**src/rtl/dr_mem_arb_pkg.sv**
```systemverilog
// Shared types for the directory-to-memory arbiter: payload field widths,
// memory request kinds and the internal grant selector.
package dr_mem_arb_pkg;

    localparam int DRID_W  = 6;
    localparam int CMD_W   = 4;
    localparam int PADDR_W = 32;
    localparam int LINE_W  = 64;

    typedef logic [DRID_W-1:0]  DR_reqid_type;
    typedef logic [CMD_W-1:0]   SC_cmd_type;
    typedef logic [PADDR_W-1:0] SC_paddr_type;
    typedef logic [LINE_W-1:0]  SC_line_type;

    typedef enum logic [1:0] {
        MK_REQ = 2'd0,
        MK_WB  = 2'd1,
        MK_PF  = 2'd2
    } DR_memkind_type;

    typedef enum logic [1:0] {
        GNT_NONE = 2'd0,
        GNT_REQ  = 2'd1,
        GNT_WB   = 2'd2,
        GNT_PF   = 2'd3
    } grant_type;

endpackage

```
**src/rtl/dr_mem_arb_if.sv**
```systemverilog
// Bundle of the three directory-side input streams, the snooped ack channel
// and the merged memory request channel.
interface dr_mem_arb_if;
    import dr_mem_arb_pkg::*;

    logic           drtomem_req_valid;
    logic           drtomem_req_retry;
    DR_reqid_type   drtomem_req_drid;
    SC_cmd_type     drtomem_req_cmd;
    SC_paddr_type   drtomem_req_paddr;

    logic           drtomem_wb_valid;
    logic           drtomem_wb_retry;
    SC_line_type    drtomem_wb_line;
    SC_paddr_type   drtomem_wb_paddr;

    logic           drtomem_pfreq_valid;
    logic           drtomem_pfreq_retry;
    SC_paddr_type   drtomem_pfreq_paddr;

    logic           memtodr_ack_valid;
    logic           memtodr_ack_retry;

    logic           mem_req_valid;
    logic           mem_req_retry;
    DR_memkind_type mem_req_kind;
    DR_reqid_type   mem_req_drid;
    SC_cmd_type     mem_req_cmd;
    SC_paddr_type   mem_req_paddr;
    SC_line_type    mem_req_line;

    modport master (
        output drtomem_req_valid, drtomem_req_drid, drtomem_req_cmd, drtomem_req_paddr,
        output drtomem_wb_valid, drtomem_wb_line, drtomem_wb_paddr,
        output drtomem_pfreq_valid, drtomem_pfreq_paddr,
        output memtodr_ack_valid, memtodr_ack_retry, mem_req_retry,
        input  drtomem_req_retry, drtomem_wb_retry, drtomem_pfreq_retry,
        input  mem_req_valid, mem_req_kind, mem_req_drid, mem_req_cmd,
        input  mem_req_paddr, mem_req_line
    );

    modport slave (
        input  drtomem_req_valid, drtomem_req_drid, drtomem_req_cmd, drtomem_req_paddr,
        input  drtomem_wb_valid, drtomem_wb_line, drtomem_wb_paddr,
        input  drtomem_pfreq_valid, drtomem_pfreq_paddr,
        input  memtodr_ack_valid, memtodr_ack_retry, mem_req_retry,
        output drtomem_req_retry, drtomem_wb_retry, drtomem_pfreq_retry,
        output mem_req_valid, mem_req_kind, mem_req_drid, mem_req_cmd,
        output mem_req_paddr, mem_req_line
    );

endinterface

```
**src/rtl/dr_pfreq_fifo.sv**
```systemverilog
// Drop-oldest circular prefetch queue: a push into a full queue without a
// pop overwrites the oldest entry and pulses drop.
module dr_pfreq_fifo #(
    parameter int DEPTH  = 4,
    parameter int DATA_W = 32
) (
    input  logic              clk,
    input  logic              reset,
    input  logic              push,
    input  logic [DATA_W-1:0] push_data,
    input  logic              pop,
    output logic [DATA_W-1:0] head,
    output logic              full,
    output logic              empty,
    output logic              drop
);
    localparam int AW = $clog2(DEPTH);

    logic [AW:0]       rd_ptr;
    logic [AW:0]       wr_ptr;
    logic [DATA_W-1:0] mem [DEPTH];

    assign empty = (rd_ptr == wr_ptr);
    assign full  = (rd_ptr[AW] != wr_ptr[AW]) && (rd_ptr[AW-1:0] == wr_ptr[AW-1:0]);
    assign drop  = push && full && !pop;
    assign head  = mem[rd_ptr[AW-1:0]];

    always_ff @(posedge clk or negedge reset) begin
        if (!reset) begin
            rd_ptr <= '0;
            wr_ptr <= '0;
        end else begin
            if (push)
                wr_ptr <= wr_ptr + (AW+1)'(1);
            // an overwrite retires the oldest entry exactly like a pop
            if (pop || drop)
                rd_ptr <= rd_ptr + (AW+1)'(1);
        end
    end

    always_ff @(posedge clk) begin
        if (push)
            mem[wr_ptr[AW-1:0]] <= push_data;
    end

endmodule

```
**src/rtl/dr_mem_arb.sv**
```systemverilog
// Merges demand requests, writebacks and prefetches into one registered
// memory request slot with WB burst limiting and demand-read credits.
module dr_mem_arb
    import dr_mem_arb_pkg::*;
#(
    parameter int PF_DEPTH  = 4,
    parameter int MAX_OUTST = 8,
    parameter int WB_BURST  = 4
) (
    input  logic        clk,
    input  logic        reset,
    dr_mem_arb_if.slave bus
);
    localparam int CRED_W = $clog2(MAX_OUTST + 1);
    localparam int CNT_W  = $clog2(WB_BURST + 1);
    localparam logic [CRED_W-1:0] CRED_MAX = CRED_W'(MAX_OUTST);
    localparam logic [CNT_W-1:0]  CNT_MAX  = CNT_W'(WB_BURST);

    function automatic logic [15:0] sat_inc16(input logic [15:0] v);
        return (v == 16'hFFFF) ? v : v + 16'd1;
    endfunction

    function automatic logic [CNT_W-1:0] sat_inc_wb(input logic [CNT_W-1:0] v);
        return (v == CNT_MAX) ? v : v + CNT_W'(1);
    endfunction

    function automatic logic [CRED_W-1:0] next_credits(input logic [CRED_W-1:0] c,
                                                       input logic take, input logic give);
        if (take && !give)
            return c - CRED_W'(1);
        if (give && !take && c != CRED_MAX)
            return c + CRED_W'(1);
        return c;
    endfunction

    logic [CRED_W-1:0] credits;
    logic [CNT_W-1:0]  wb_cnt;
    logic [15:0]       pf_drop_cnt;

    logic              vld_p1;
    DR_memkind_type    kind_p1;
    DR_reqid_type      drid_p1;
    SC_cmd_type        cmd_p1;
    SC_paddr_type      paddr_p1;
    SC_line_type       line_p1;

    logic              slot_free;
    logic              ack_xfer;
    logic              req_elig;
    grant_type         grant;
    logic              pf_full;
    logic              pf_empty;
    logic              pf_drop;
    SC_paddr_type      pf_head;

    dr_pfreq_fifo #(.DEPTH(PF_DEPTH), .DATA_W(PADDR_W)) u_pf (
        .clk       (clk),
        .reset     (reset),
        .push      (bus.drtomem_pfreq_valid),
        .push_data (bus.drtomem_pfreq_paddr),
        .pop       (grant == GNT_PF),
        .head      (pf_head),
        .full      (pf_full),
        .empty     (pf_empty),
        .drop      (pf_drop)
    );

    // A same-cycle ack funds a REQ even at zero credits, so a grant and an ack
    // together leave the count unchanged.
    always_comb begin
        slot_free = !vld_p1 || !bus.mem_req_retry;
        ack_xfer  = bus.memtodr_ack_valid && !bus.memtodr_ack_retry;
        req_elig  = bus.drtomem_req_valid && ((credits != '0) || ack_xfer);
        grant     = GNT_NONE;
        if (slot_free) begin
            if (bus.drtomem_wb_valid && !(req_elig && wb_cnt == CNT_MAX))
                grant = GNT_WB;
            else if (req_elig)
                grant = GNT_REQ;
            else if (!pf_empty)
                grant = GNT_PF;
        end
    end

    assign bus.drtomem_req_retry   = (grant != GNT_REQ);
    assign bus.drtomem_wb_retry    = (grant != GNT_WB);
    assign bus.drtomem_pfreq_retry = 1'b0;

    always_ff @(posedge clk or negedge reset) begin
        if (!reset) begin
            credits     <= CRED_MAX;
            wb_cnt      <= '0;
            pf_drop_cnt <= '0;
        end else begin
            credits <= next_credits(credits, grant == GNT_REQ, ack_xfer);
            if (!bus.drtomem_req_valid || grant == GNT_REQ)
                wb_cnt <= '0;
            else if (grant == GNT_WB && req_elig)
                wb_cnt <= sat_inc_wb(wb_cnt);
            if (pf_drop)
                pf_drop_cnt <= sat_inc16(pf_drop_cnt);
        end
    end

    // p1: registered output slot, loaded whenever it is free
    always_ff @(posedge clk or negedge reset) begin
        if (!reset) begin
            vld_p1   <= 1'b0;
            kind_p1  <= MK_REQ;
            drid_p1  <= '0;
            cmd_p1   <= '0;
            paddr_p1 <= '0;
            line_p1  <= '0;
        end else if (slot_free) begin
            vld_p1 <= (grant != GNT_NONE);
            unique case (grant)
                GNT_REQ: begin
                    kind_p1  <= MK_REQ;
                    drid_p1  <= bus.drtomem_req_drid;
                    cmd_p1   <= bus.drtomem_req_cmd;
                    paddr_p1 <= bus.drtomem_req_paddr;
                    line_p1  <= '0;
                end
                GNT_WB: begin
                    kind_p1  <= MK_WB;
                    drid_p1  <= '0;
                    cmd_p1   <= '0;
                    paddr_p1 <= bus.drtomem_wb_paddr;
                    line_p1  <= bus.drtomem_wb_line;
                end
                GNT_PF: begin
                    kind_p1  <= MK_PF;
                    drid_p1  <= '0;
                    cmd_p1   <= '0;
                    paddr_p1 <= pf_head;
                    line_p1  <= '0;
                end
                default: ;
            endcase
        end
    end

    assign bus.mem_req_valid = vld_p1;
    assign bus.mem_req_kind  = kind_p1;
    assign bus.mem_req_drid  = drid_p1;
    assign bus.mem_req_cmd   = cmd_p1;
    assign bus.mem_req_paddr = paddr_p1;
    assign bus.mem_req_line  = line_p1;

    assert property (@(posedge clk) disable iff (!reset) !(ack_xfer && credits == CRED_MAX));
    assert property (@(posedge clk) disable iff (!reset) pf_drop |-> pf_full);

endmodule

```
**src/flat_wrapper.sv**
```systemverilog
// flat-port wrapper written by rule: the top's interface ports become plain ports
module dr_mem_arb_flat import dr_mem_arb_pkg::*;
#(
    parameter int PF_DEPTH  = 4,
    parameter int MAX_OUTST = 8,
    parameter int WB_BURST  = 4
)
  (clk, reset, bus_drtomem_req_valid, bus_drtomem_req_drid, bus_drtomem_req_cmd, bus_drtomem_req_paddr, bus_drtomem_wb_valid, bus_drtomem_wb_line, bus_drtomem_wb_paddr, bus_drtomem_pfreq_valid, bus_drtomem_pfreq_paddr, bus_memtodr_ack_valid, bus_memtodr_ack_retry, bus_mem_req_retry, bus_drtomem_req_retry, bus_drtomem_wb_retry, bus_drtomem_pfreq_retry, bus_mem_req_valid, bus_mem_req_kind, bus_mem_req_drid, bus_mem_req_cmd, bus_mem_req_paddr, bus_mem_req_line);
  dr_mem_arb_if bus_i ();
  input  logic clk;
  input  logic reset;
  input wire logic [$bits(bus_i.drtomem_req_valid)-1:0] bus_drtomem_req_valid;
  input wire logic [$bits(bus_i.drtomem_req_drid)-1:0] bus_drtomem_req_drid;
  input wire logic [$bits(bus_i.drtomem_req_cmd)-1:0] bus_drtomem_req_cmd;
  input wire logic [$bits(bus_i.drtomem_req_paddr)-1:0] bus_drtomem_req_paddr;
  input wire logic [$bits(bus_i.drtomem_wb_valid)-1:0] bus_drtomem_wb_valid;
  input wire logic [$bits(bus_i.drtomem_wb_line)-1:0] bus_drtomem_wb_line;
  input wire logic [$bits(bus_i.drtomem_wb_paddr)-1:0] bus_drtomem_wb_paddr;
  input wire logic [$bits(bus_i.drtomem_pfreq_valid)-1:0] bus_drtomem_pfreq_valid;
  input wire logic [$bits(bus_i.drtomem_pfreq_paddr)-1:0] bus_drtomem_pfreq_paddr;
  input wire logic [$bits(bus_i.memtodr_ack_valid)-1:0] bus_memtodr_ack_valid;
  input wire logic [$bits(bus_i.memtodr_ack_retry)-1:0] bus_memtodr_ack_retry;
  input wire logic [$bits(bus_i.mem_req_retry)-1:0] bus_mem_req_retry;
  output wire logic [$bits(bus_i.drtomem_req_retry)-1:0] bus_drtomem_req_retry;
  output wire logic [$bits(bus_i.drtomem_wb_retry)-1:0] bus_drtomem_wb_retry;
  output wire logic [$bits(bus_i.drtomem_pfreq_retry)-1:0] bus_drtomem_pfreq_retry;
  output wire logic [$bits(bus_i.mem_req_valid)-1:0] bus_mem_req_valid;
  output wire logic [$bits(bus_i.mem_req_kind)-1:0] bus_mem_req_kind;
  output wire logic [$bits(bus_i.mem_req_drid)-1:0] bus_mem_req_drid;
  output wire logic [$bits(bus_i.mem_req_cmd)-1:0] bus_mem_req_cmd;
  output wire logic [$bits(bus_i.mem_req_paddr)-1:0] bus_mem_req_paddr;
  output wire logic [$bits(bus_i.mem_req_line)-1:0] bus_mem_req_line;
  assign bus_i.drtomem_req_valid = bus_drtomem_req_valid;
  assign bus_i.drtomem_req_drid = bus_drtomem_req_drid;
  assign bus_i.drtomem_req_cmd = bus_drtomem_req_cmd;
  assign bus_i.drtomem_req_paddr = bus_drtomem_req_paddr;
  assign bus_i.drtomem_wb_valid = bus_drtomem_wb_valid;
  assign bus_i.drtomem_wb_line = bus_drtomem_wb_line;
  assign bus_i.drtomem_wb_paddr = bus_drtomem_wb_paddr;
  assign bus_i.drtomem_pfreq_valid = bus_drtomem_pfreq_valid;
  assign bus_i.drtomem_pfreq_paddr = bus_drtomem_pfreq_paddr;
  assign bus_i.memtodr_ack_valid = bus_memtodr_ack_valid;
  assign bus_i.memtodr_ack_retry = bus_memtodr_ack_retry;
  assign bus_i.mem_req_retry = bus_mem_req_retry;
  assign bus_drtomem_req_retry = bus_i.drtomem_req_retry;
  assign bus_drtomem_wb_retry = bus_i.drtomem_wb_retry;
  assign bus_drtomem_pfreq_retry = bus_i.drtomem_pfreq_retry;
  assign bus_mem_req_valid = bus_i.mem_req_valid;
  assign bus_mem_req_kind = bus_i.mem_req_kind;
  assign bus_mem_req_drid = bus_i.mem_req_drid;
  assign bus_mem_req_cmd = bus_i.mem_req_cmd;
  assign bus_mem_req_paddr = bus_i.mem_req_paddr;
  assign bus_mem_req_line = bus_i.mem_req_line;
  dr_mem_arb #(.PF_DEPTH(PF_DEPTH), .MAX_OUTST(MAX_OUTST), .WB_BURST(WB_BURST)) u_core (.clk(clk), .reset(reset), .bus(bus_i));
endmodule
```
**config.mk**
```make
export PLATFORM = sky130hd
export DESIGN_NAME = dr_mem_arb_flat
export DESIGN_NICKNAME = d
export VERILOG_FILES = /design/src/rtl/dr_mem_arb_pkg.sv /design/src/rtl/dr_mem_arb_if.sv /design/src/rtl/dr_pfreq_fifo.sv /design/src/rtl/dr_mem_arb.sv /design/src/flat_wrapper.sv
export SDC_FILE = /design/constraint.sdc
export NUM_CORES = 1
export LEC_CHECK = 0
export CAP_MARGIN = 20
export CORE_ASPECT_RATIO = 0.75
export CORE_MARGIN = 4
export CORE_UTILIZATION = 52
export CTS_CLUSTER_SIZE = 25
export DETAILED_ROUTE_END_ITERATION = 6
export PLACE_DENSITY_LB_ADDON = 0.2
export SETUP_SLACK_MARGIN = 0.3
export SYNTH_ARGS = -nofsm -noshare
export SYNTH_HDL_FRONTEND = slang
export SYNTH_HIERARCHICAL = 1
export SYNTH_SLANG_ARGS = --single-unit
```
**constraint.sdc**
```tcl
create_clock -name clk -period 5.65 [get_ports clk]
set_input_delay 1.13 -clock clk [delete_from_list [all_inputs] [get_ports clk]]
set_output_delay 1.13 -clock clk [all_outputs]
set_load 0.02 [all_outputs]
```
# Yosys cells after proc, flatten, opt, wreduce, memory -nomap -nowiden
# Memories as Yosys holds them, arrays and structs flattened.
# Cells that the tools add are included.
# op_classes
n_reduce_logical	36
add_sub_neg	5
eq_ne	11
n_mux	21
# ops
cell	n
64-bit one-hot mux with 2 select lines	1
32-bit one-hot mux with 3 select lines	1
4-bit two-way mux	4
6-bit one-hot mux with 2 select lines	1
1-bit logical AND	11
2-bit nonzero test	5
3-bit by 1-bit adder with 3-bit output, second input constant	3
3-bit two-way mux	3
1-bit logical NOT	8
2-bit two-way mux	4
4-bit one-hot mux with 2 select lines	1
2-bit AND reduction	4
2-bit one-hot mux with 3 select lines	1
1-bit two-way mux	5
4-bit by 1-bit adder with 4-bit output, second input constant	1
2-bit equality test, second input constant	2
1-bit logical OR	4
2-bit != test, second input constant	2
4-bit != test, second input constant	1
4-bit nonzero test	1
2-bit OR reduction	2
4-bit by 1-bit subtractor with 4-bit output, second input constant	1
3-bit equality test	1
3-bit equality test, second input constant	1
other kinds (5)	5
# totals
inputBits	178
regBits	122
elab_cells	84
out_inout_bits	112
ramBits	128
memories	1
# memory_table
name	words	width	rd	rd_ports_with_merged_regs	write_ports	line	rtl
u_core.u_pf.mem	4	32	1	0	1	dr_pfreq_fifo.sv:21	logic [DATA_W-1:0] mem [DEPTH];

# Longest topological paths before layout
# depth
depth_word	17
depth_mapped	11
depth_no_buf	10

# Hierarchy
# Netlist, hierarchy kept.
# by_module_without_submodules
mod	cells_per_inst	area_each_um2	seq_area_each_um2	instances
dr_mem_arb	397	5268.8	2904.0	1
dr_pfreq_fifo	209	5051.1	3993.8	1

# Least setup slack after synthesis
# No wires, ideal clock.
# synth_timing
path_type	input -> output
start	input port bus_memtodr_ack_valid
end	output port bus_drtomem_wb_retry
path_buffers	2
arrival_time_ps	2139
required_ps	4520
stages	6
slack_ps	2381
path_cell_list	nor2b_1 o21a_1 a31oi_2 buf_6 buf_6 inv_1
# synth_via
elab_chain_cells	9
word_cells_on_any_way	10
classes_between	1 x eq/ne; 3 x mux; 6 x reduce/logical
# synth_rtl
element	line	rtl
start: declaration	flat_wrapper.sv:21	input wire logic [$bits(bus_i.memtodr_ack_valid)-1:0] bus_memtodr_ack_valid;
1-bit logical AND *	dr_mem_arb.sv:72	ack_xfer = bus.memtodr_ack_valid && !bus.memtodr_ack_retry;
1-bit logical OR *	dr_mem_arb.sv:73	req_elig = bus.drtomem_req_valid && ((credits != '0) || ack_xfer);
1-bit logical AND *	dr_mem_arb.sv:73	
1-bit logical AND	dr_mem_arb.sv:76	if (bus.drtomem_wb_valid && !(req_elig && wb_cnt == CNT_MAX))
1-bit logical NOT	dr_mem_arb.sv:76	
1-bit logical AND	dr_mem_arb.sv:76	
2-bit two-way mux *	dr_mem_arb.sv:76	
2-bit two-way mux *	dr_mem_arb.sv:75	if (slot_free) begin
2-bit != test *	dr_mem_arb.sv:86	assign bus.drtomem_wb_retry = (grant != GNT_WB);
end: declaration	flat_wrapper.sv:25	output wire logic [$bits(bus_i.drtomem_wb_retry)-1:0] bus_drtomem_wb_retry;
# Every way passes the cells marked *; elsewhere a longest branch is shown, timed or not.

# Worst setup path in the final report
# layout_timing
start	input port bus_memtodr_ack_valid
end	output port bus_drtomem_req_retry
# layout_via
elab_chain_cells	9
word_cells_on_any_way	10
classes_between	1 x eq/ne; 3 x mux; 6 x reduce/logical
# layout_rtl
element	line	rtl
1-bit logical AND *	dr_mem_arb.sv:72	
1-bit logical OR *	dr_mem_arb.sv:73	
1-bit logical AND *	dr_mem_arb.sv:73	
1-bit logical AND	dr_mem_arb.sv:76	
1-bit logical NOT	dr_mem_arb.sv:76	
1-bit logical AND	dr_mem_arb.sv:76	
2-bit two-way mux *	dr_mem_arb.sv:76	
2-bit two-way mux *	dr_mem_arb.sv:75	
2-bit by 1-bit != test with 1-bit output *	dr_mem_arb.sv:85	assign bus.drtomem_req_retry = (grant != GNT_REQ);
end: declaration	flat_wrapper.sv:24	output wire logic [$bits(bus_i.drtomem_req_retry)-1:0] bus_drtomem_req_retry;
# Marks and branches as above.

==> metrics.log <==
INFO  metric path_clk_slew = 0.06 ns
INFO  metric post_synth_inst_count = ~600
INFO  metric gp_congestion = roughly 0.80
INFO  metric outcome = complete, no violations
INFO  metric setup_violations = 0
INFO  metric timing.final.crit_share = about 87%
INFO  metric site_rows = 44
INFO  metric regToRegStartpoint = u_core/u_pf/rd_ptr[1]$_DFFE_PN0P_
INFO  metric grt_antenna_before_repair = 0
INFO  metric critPathLaunch = bus_memtodr_ack_valid
INFO  metric crit_arrival = 3.77 ns
INFO  metric min_from = u_core/bus.mem_req_kind[1]$_DFFE_PN0P_
INFO  metric setup-tns-final = 0 ns
INFO  metric clk_latency = slightly above 0.5 ns
INFO  metric n_fill_cell = ~1200
INFO  metric post-cts-setup-buffer-count = 0
INFO  metric hpwl = roughly 16000 um
INFO  metric clockBufferDepth = 3
INFO  metric grt_overflow_total = 0
INFO  metric port-buffer-count = between 200 and 300
INFO  metric switchingPower = around 2.0 mW
INFO  metric fp.dieArea = around 22000 um2
INFO  metric layout.area.seq = between 6000 and 7000 um2
INFO  metric comb_power_share = 34.5%
INFO  metric timing.critical_path.to_type = primary output
INFO  metric number_of_buffers_created_by_cts = 24
INFO  metric final_layout_size_suffix_gt1_share = a little over a tenth
INFO  metric period_needed = 4.90 ns
INFO  metric floorplan.initialDensity = a little over half
INFO  metric hold_class = flop to flop
INFO  metric powerDensity = between 400 and 500 nW/um2
INFO  metric drt_iter0_drc = 392
INFO  metric finalClockSkew = approximately 0.017 ns
INFO  metric clockRootBuffer = sky130_fd_sc_hd__clkbuf_16
INFO  metric setup.worst_path.start_class = input pin
INFO  metric leakagePower = 5.61 nW
INFO  metric layout.cells.most_common = sky130_fd_sc_hd__clkdlybuf4s50_1
INFO  metric slew-limit-headroom = between 20% and 30%
INFO  metric synth.cell_area = approximately 10000 um2
INFO  metric htree_levels = 1
INFO  metric die-width = 171 um
INFO  metric final_cell_mix = sky130_fd_sc_hd__clkdlybuf4s50_1, sky130_fd_sc_hd__edfxtp_1, sky130_fd_sc_hd__dfrtp_1, sky130_fd_sc_hd__mux2i_1, sky130_fd_sc_hd__a22o_1
INFO  metric final_antenna_net_count = 0
INFO  metric vias_in_the_first_global_route = 6760
INFO  metric cts_resized = 0
INFO  metric coreArea = 19400 um2
INFO  metric critical_path.max_fanout = 11
INFO  metric sw_frac_of_total = a little under a third
INFO  metric max-vdd-ir-drop = roughly 320 uV
INFO  metric syn2layout_area_growth = 36.8%
INFO  metric cp_data_required_time = around 4.5 ns
INFO  metric power.share.sequential = about two fifths
INFO  metric detailroute.via_count = between 6000 and 7000
INFO  metric grt_start_max_net_pins = 69
INFO  metric syn-num-nets = between 700 and 800
INFO  metric floorplan.io_pins = 290
INFO  metric drt_pre_antenna_iters = 4
INFO  metric fmax = slightly above 0.2 GHz
INFO  metric final_net_count = 1073
INFO  metric utilization_after_layout = between 70 and 80%
INFO  metric route.detailed.wl_per_inst = between 20 and 25 um
INFO  metric drc = 0
INFO  metric critical_path_class = input pin to primary output
INFO  metric final-hold-violation-count = 0
INFO  metric finalMaxSlewViolations = 0
INFO  metric drv.max_cap_violation_count = 0
INFO  metric holdBufCountCts = 0
INFO  metric grt.total_usage = 21.3%
INFO  metric postSynthAreaPerCell = roughly 17 um2
INFO  metric clockPowerShare = roughly 25%
INFO  metric grt_first_pass_wirelength = 37100 um
INFO  metric cell_internal_pwr = around 4.5 mW
INFO  metric tightest_slew = between 1 and 1.5 ns
INFO  metric clock_tree_from_tritoncts = yes
INFO  metric die_y = approximately 130 um
INFO  metric antenna_cells_inserted = 0
INFO  metric grt_setup_unrepaired = no
INFO  metric multi_input_comb_area = between 3000 and 4000 um2
INFO  metric wl = 24200 um
INFO  metric power.total = ~6.6 mW
INFO  metric viasPerCell = between 5 and 6
INFO  metric yosysWarningCount = 6
INFO  metric cts_num_sinks = 250
-- layout make-up --
type | count | share of cell area (%)
Multi-Input combinational cell | 305 | 21.8
Sequential cell | 250 | 48.9
Inverter | 10 | 0.266
Tap cell | 253 | 2.24
Clock inverter | 11 | 0.896
Timing Repair Buffer | 295 | 20.9
Clock buffer | 33 | 4.94
-- state kept, by name, summed over array words and instances, names as in the netlist --
signal                    count
u_core/wb_cnt                 3
u_core/u_pf/rd_ptr            3
u_core/bus.mem_req_drid       6
u_core/bus.mem_req_paddr     32
u_core/u_pf/wr_ptr            3
u_core/bus.mem_req_cmd        4
u_core/bus.mem_req_valid      1
u_core/credits                4
u_core/bus.mem_req_kind       2
u_core/u_pf/mem             128
u_core/bus.mem_req_line      64
-- worst max-delay path: stages --
cell and delay (ns):
sky130_fd_sc_hd__clkdlybuf4s50_1 0.48, sky130_fd_sc_hd__nor2b_1 0.39, sky130_fd_sc_hd__nor2_1 0.12, sky130_fd_sc_hd__nor2_1 0.84, sky130_fd_sc_hd__inv_1 0.22, sky130_fd_sc_hd__clkdlybuf4s50_1 0.60
-- through the flow --
stage                     hold WS (ns)  setup WS (ns)  instance area (um2)  instances
after floorplan                  0.481           2.38                10300        604
after global placement           0.460          0.942                13300       1112
after detailed placement         0.470          0.784                13300       1112
after CTS                        0.483          0.790                14100       1156
after global routing             0.508          0.573                14100       1157
final                            0.480          0.748                14100       1157
-- metal layers --
layer	GRT usage (%)	part of all wire (%)	wire length [um]
met2	35.3	50	12100
met3	4.69	6.5	1580
met1	29.2	41	9900
met4	5.59	2.5	611
met5	0	0	0
-- final timing paths --
path | end | slack [ns] | depth (start not counted)
setup / recovery | bus_drtomem_req_retry | 0.75 | 6
hold / removal | u_core/bus.mem_req_kind[1]$_DFFE_PN0P_ | 0.48 | 1
setup reg to reg | u_core/bus.mem_req_paddr[3]$_DFFE_PN0P_ | 2.18 | 9
hold reg to reg | u_core/bus.mem_req_kind[1]$_DFFE_PN0P_ | 0.48 | 1
max in group asynchronous | u_core/bus.mem_req_paddr[5]$_DFFE_PN0P_ | 3.63 | 2
min in group asynchronous | u_core/bus.mem_req_line[22]$_DFFE_PN0P_ | 0.75 | 1
-- power groups by stage --
stage / sequential [mW] / clock, mW / combinational [mW]
after global routing: 2.70 / 1.77 / 2.42
final: 2.65 / 1.65 / 2.26
after CTS: 2.65 / 1.68 / 2.29
after global placement: 2.65 / 0 / 2.21
after floorplan: 2.87 / 0 / 1.20
after detailed placement: 2.68 / 0 / 2.28
No activity file was read; power rests on OpenSTA's default activity.
